--- src/rtl/fx_chan_sequencer.sv ---
// Stereo gain/mono/bypass sequencer: one shared signed multiplier time-multiplexed
// across left and right channels, with double-buffered effect configuration.
module fx_chan_sequencer #(
  parameter int W         = 16,
  parameter int GAIN_FRAC = 14
) (
  input  logic         clk,
  input  logic         rst,
  input  logic         VALID,
  input  logic [W-1:0] left_in,
  input  logic [W-1:0] right_in,
  input  logic         cfg_we,
  input  logic [1:0]   cfg_addr,
  input  logic [W-1:0] cfg_wdata,
  output logic [W-1:0] left_out,
  output logic [W-1:0] right_out,
  output logic         out_valid,
  output logic         busy,
  output logic         overrun
);

  typedef enum logic [1:0] {IDLE, MUL_L, MUL_R, DONE} state_t;

  localparam logic [W-1:0] UNITY = W'(1 << GAIN_FRAC);

  state_t state, state_nxt;

  logic [W-1:0] gain_l_sh, gain_r_sh, gain_l_act, gain_r_act;
  logic [1:0]   mode_sh, mode_act;
  logic [W-1:0] op_l, op_r, res_l, res_r;

  logic         accept;
  logic [W-1:0] mono_avg, cap_l, cap_r;
  logic [W-1:0] mul_a, mul_b, mul_res;
  logic signed [2*W-1:0] product, shifted;
  logic         fits;

  assign accept = VALID && (state == IDLE);

  // floor((L+R)/2) computed as (L>>>1)+(R>>>1)+(L0&R0): stays within W bits.
  assign mono_avg = W'($signed(left_in) >>> 1) + W'($signed(right_in) >>> 1)
                  + W'(left_in[0] & right_in[0]);
  assign cap_l    = mode_sh[1] ? mono_avg : left_in;
  assign cap_r    = mode_sh[1] ? mono_avg : right_in;

  // Single shared multiplier, operands steered by state.
  assign mul_a   = (state == MUL_R) ? op_r : op_l;
  assign mul_b   = (state == MUL_R) ? gain_r_act : gain_l_act;
  assign product = $signed(mul_a) * $signed(mul_b);
  assign shifted = product >>> GAIN_FRAC;
  assign fits    = (shifted[2*W-1:W-1] == '0) || (shifted[2*W-1:W-1] == '1);

  always_comb begin
    mul_res = '0;
    if (mode_act[0])
      mul_res = mul_a;
    else if (fits)
      mul_res = shifted[W-1:0];
    else
      mul_res = shifted[2*W-1] ? {1'b1, {(W-1){1'b0}}} : {1'b0, {(W-1){1'b1}}};
  end

  // State register
  always_ff @(posedge clk) begin
    if (rst) state <= IDLE;
    else     state <= state_nxt;
  end

  // Next-state logic
  always_comb begin
    state_nxt = state;
    unique case (state)
      IDLE:    if (VALID) state_nxt = MUL_L;
      MUL_L:   state_nxt = MUL_R;
      MUL_R:   state_nxt = DONE;
      DONE:    state_nxt = IDLE;
      default: state_nxt = IDLE;
    endcase
  end

  // Output decode
  always_comb begin
    busy = (state != IDLE);
  end

  // Configuration shadow/active registers and overrun flag
  always_ff @(posedge clk) begin
    if (rst) begin
      gain_l_sh  <= UNITY;
      gain_r_sh  <= UNITY;
      mode_sh    <= '0;
      gain_l_act <= UNITY;
      gain_r_act <= UNITY;
      mode_act   <= '0;
      overrun    <= 1'b0;
    end else begin
      if (cfg_we) begin
        unique case (cfg_addr)
          2'd0:    gain_l_sh <= cfg_wdata;
          2'd1:    gain_r_sh <= cfg_wdata;
          2'd2:    mode_sh   <= cfg_wdata[1:0];
          default: ;
        endcase
      end
      if (accept) begin
        gain_l_act <= gain_l_sh;
        gain_r_act <= gain_r_sh;
        mode_act   <= mode_sh;
      end
      if (VALID && (state != IDLE))
        overrun <= 1'b1;
      else if (cfg_we && (cfg_addr == 2'd3))
        overrun <= 1'b0;
    end
  end

  // Datapath registers
  always_ff @(posedge clk) begin
    if (rst) begin
      op_l      <= '0;
      op_r      <= '0;
      res_l     <= '0;
      res_r     <= '0;
      left_out  <= '0;
      right_out <= '0;
      out_valid <= 1'b0;
    end else begin
      out_valid <= 1'b0;
      if (accept) begin
        op_l <= cap_l;
        op_r <= cap_r;
      end
      if (state == MUL_L) res_l <= mul_res;
      if (state == MUL_R) res_r <= mul_res;
      if (state == DONE) begin
        left_out  <= res_l;
        right_out <= res_r;
        out_valid <= 1'b1;
      end
    end
  end

endmodule

--- config.mk ---
export PLATFORM = sky130hd
export DESIGN_NAME = fx_chan_sequencer
export DESIGN_NICKNAME = d
export VERILOG_FILES = /design/src/rtl/fx_chan_sequencer.sv
export SDC_FILE = /design/constraint.sdc
export NUM_CORES = 1
export LEC_CHECK = 0
export CORE_AREA = 2 2 229 231
export CTS_CLUSTER_SIZE = 28
export DETAILED_ROUTE_END_ITERATION = 6
export DIE_AREA = 0 0 231 233
export DONT_BUFFER_PORTS = 1
export GPL_ROUTABILITY_DRIVEN = 0
export PLACE_DENSITY = 0.49
export SYNTH_ARGS = -nofsm -noshare
export SYNTH_HDL_FRONTEND = slang
export SYNTH_SLANG_ARGS = --single-unit
--- constraint.sdc ---
create_clock -name clk -period 7.9 [get_ports clk]
set_clock_uncertainty 0.1 [all_clocks]
set_input_delay 0.79 -clock clk [delete_from_list [all_inputs] [get_ports clk]]
set_output_delay 0.79 -clock clk [all_outputs]
set_load 0.03 [all_outputs]
==> results.py <==
metrics = {
    "clock_network": {
        "cts_buffers": 17,
        "cts_sinks": 167,
        "cts_tree": "built",
        "htree_num_levels": 4,
        "insertion_delay_ns": 0.45,
        "cts-root-buf": "clkbuf_16",
        "holdBufCountCts": 0,
        "clkTransAtPathRegs_ns": 0.07,
        "clockBufferDepth": 2,
    },
    "critical_path": {
        "cp.depth": 26,
        "path_class": "reg -> reg",
        "critical_path_buf_inv_count": 7,
        "cp_slowest_stage_delay_ns": 0.59,
        "crit_slowest_cell": "fa_1",
        "crit_path_end_kind": "flop",
        "cpLargestDelayFamily": "adder cells",
        "startpoint_type": "flop",
        "crit_top_cell": "fa_1",
        "reg2reg_slack_ns": 0.31,
        "arrival_ns": 7.82,
        "r2r_cells": 26,
        "required_ns": 8.13,
        "crit_path_max_fanout": 8,
    },
    "route": {
        "post-route-drc-count": 0,
        "viasPerCell": 5.14,
        "drtIter0Drc": 964,
        "firstDrtPassIters": 7,
        "vias": 14200,
        "totalWireLength_mm": 57.3,
        "drtAntennaViolNets": 0,
        "wl_per_cell_um": 20.7,
    },
    "floorplan": {
        "dieArea_mm2": 0.0538,
        "rows": 83,
        "core_mm2": 0.0511,
        "start_util_pct": 34.7,
        "num_io_pins": 89,
        "die_h_um": 233,
        "die_x_um": 231,
    },
    "place": {
        "dp_worst_setup_slack_ns": 0.0625,
        "port_buffers": 0,
        "post-place-cells": 2729,
        "dp_hpwl_mm": 46.3,
    },
    "finish": {
        "drive_gt1_share_pct": 10.3,
        "syn_to_final_growth_pct": 11.1,
        "n_fill_cell": 5317,
        "nets": 2493,
        "diodes": 0,
        "finalNonFillerCells": 2770,
        "utilization_pct": 38.6,
    },
    "sta": {
        "fmax_mhz": 132,
        "hold_violations": 0,
        "worst_slew_pin_slew_ns": 1.23,
        "holdWs_ns": 0.321,
        "setup_viol": 0,
        "setup_slack_ns": 0.308,
        "maxSlewHeadroom_pct": 17.7,
        "final.min_clock_period_ns": 7.59,
        "period_share_pct": 96.1,
        "drv_slew": 0,
    },
    "outcome": {
        "status": "finished clean",
    },
    "power_and_ir_drop": {
        "power_frac_seq_pct": 25.0,
        "pwr-share-comb_pct": 57.4,
        "leakagePower_uw": 0.00866,
        "ir_worst_vdd_mv": 0.173,
        "internal_power_uw": 2420,
        "p_sw_uw": 2230,
        "switching_share_pct": 47.9,
        "p_clk_share_pct": 17.6,
        "power.density_mw_per_mm2": 236,
    },
    "synthesis": {
        "synth_edf_count": 0,
        "synth_seq_area_share_pct": 18.8,
        "synth.distinct_cells": 77,
        "async_flop_share_pct": 0,
        "yosys_most_used_dff": "dfxtp_1",
        "syn-instance-count": 2056,
        "synth.avg_cell_area_um2": 8.63,
        "synth_area_mm2": 0.0177,
        "syn-num-nets": 2470,
        "ys_warn_count": 0,
        "synth-seq-cells": 167,
    },
    "grt": {
        "grt_max_degree": 168,
        "grt.total_usage_pct": 21.8,
        "grt.overflow.total": 0,
        "grt_pass1_wl_mm": 88.4,
        "grt_pass1_vias": 14700,
        "grt_antenna_before_repair": 1,
    },
    "hold_path": {
        "worstHoldPathType": "in -> reg",
        "hold_depth": 1,
    },
    "job": {
        "drv_cap": 0,
    },
}
[worst paths after layout]
check                             startpoint                          to
hold / removal                           rst   right_out[9]$_SDFFE_PP0P_
setup reg to reg       state[0]$_SDFFE_PP0P_      res_r[14]$_SDFFE_PP0P_
hold reg to reg   gain_l_sh[13]$_SDFFE_PP0P_  gain_l_sh[13]$_SDFFE_PP0P_
setup / recovery       state[0]$_SDFFE_PP0P_      res_r[14]$_SDFFE_PP0P_
[logic make-up (layout without fill, tap and decap cells)]
| logic type | count (synthesis) | count (layout) | synth area share, % |
|---|---|---|---|
| buffers and inverters | 401 | 435 | 8.72 |
| muxes | 92 | 92 | 5.40 |
| and+or+nand+nor | 701 | 701 | 16.8 |
| DFF | 167 | 167 | 18.8 |
| AOI/OAI and AO/OA | 303 | 303 | 12.1 |
| xor gates and xnor gates | 32 | 32 | 1.58 |
| adders and majority gates | 360 | 360 | 36.5 |
[power by group through the flow]
stage	Combinational (µW)	Clock, µW	Sequential [µW]
global route	2900	868	1170
detailed placement	2560	0	1170
finish	2670	818	1160
floorplan	1670	0	1090
CTS	2570	834	1160
global placement	2540	0	1180
[what timing repair did]
item	CTS	global route
setup endpoints to repair	0	32
buffers inserted	0	11
gates resized for setup	0	33
[layout make-up]
cell class | count | area [µm²] | area share [%]
clock inverter | 11 | 115 | 0.584
tap | 680 | 851 | 4.32
multi-input combinational | 1488 | 13000 | 65.9
sequential | 167 | 3340 | 17.0
timing repair buffer | 93 | 788 | 4.00
clock buffer | 19 | 443 | 2.25
inverter | 312 | 1170 | 5.96
[synth_stat cells (all sizes together), types with 7 or more instances]
cell type | number | area share [%]
a2111oi | 23 | 1.9
a211oi | 37 | 1.6
a21boi | 20 | 0.85
a21o | 18 | 0.76
a21oi | 118 | 3.3
a31oi | 7 | 0.25
and2 | 14 | 0.49
buf | 24 | 0.75
clkbuf | 65 | 1.4
dfxtp | 167 | 19
fa | 263 | 30
ha | 97 | 6.8
inv | 312 | 6.6
mux2 | 29 | 1.8
mux2i | 63 | 3.6
nand2 | 344 | 7.3
nand2b | 8 | 0.28
nand3 | 14 | 0.45
nand3b | 9 | 0.38
nor2 | 231 | 4.9
nor2b | 10 | 0.35
nor3 | 27 | 0.89
nor3b | 7 | 0.32
o21a | 8 | 0.35
o21ai | 32 | 0.99
or3 | 11 | 0.39
xnor2 | 27 | 1.3
[flip-flops by register name (all words and copies together), names as in the netlist]
register	flops
out_valid	1
mode_sh	2
state	2
gain_r_act	16
gain_l_sh	16
left_out	16
res_l	16
mode_act	1
gain_l_act	16
op_l	16
gain_r_sh	16
res_r	16
overrun	1
right_out	16
op_r	16
[stage by stage]
stage	total power [µW]	setup TNS [ns]	area (µm²)
2_1_floorplan	2760	0	17700
3_3_place_gp	3710	0	18900
3_5_place_dp	3730	0	18900
4_1_cts	4560	0	19500
5_1_grt	4940	-0.0273	19700
6_report	4650	0	19700
[cells in the final DEF, fill, tap and decap left out, types with 5 or more instances in the layout]
cell type and n:
nand2_1 342, inv_1 309, fa_1 263, nor2_1 230
dfxtp_1 167, a21oi_1 117, ha_1 91, buf_4 82
mux2i_1 59, a211oi_1 37, o21ai_0 29, xnor2_1 27
mux2_2 24, nor3_1 24, a2111oi_2 21, a21boi_0 20
a21o_1 18, clkbuf_16 17, and2_1 13, nand3_1 11
or3_1 11, nor2b_1 10, nand3b_1 9, nand2b_1 8
o21a_1 7, a31oi_1 7, nor4_1 6, buf_12 6
o21bai_1 5, nor3b_1 5, xor2_1 5, nand4_1 5
o211ai_1 5
[metal layers]
| layer | routed length, µm | track usage, % | vias to the layer above |
|---|---|---|---|
| li1 | - | - | 6626 |
| met1 | 25300 | 29.0 | 7057 |
| met2 | 26000 | 35.5 | 465 |
| met3 | 3940 | 3.85 | 91 |
| met4 | 2000 | 7.72 | 0 |
| met5 | 0 | 0 | - |
Note: power is estimated with default switching activity, not from simulation.
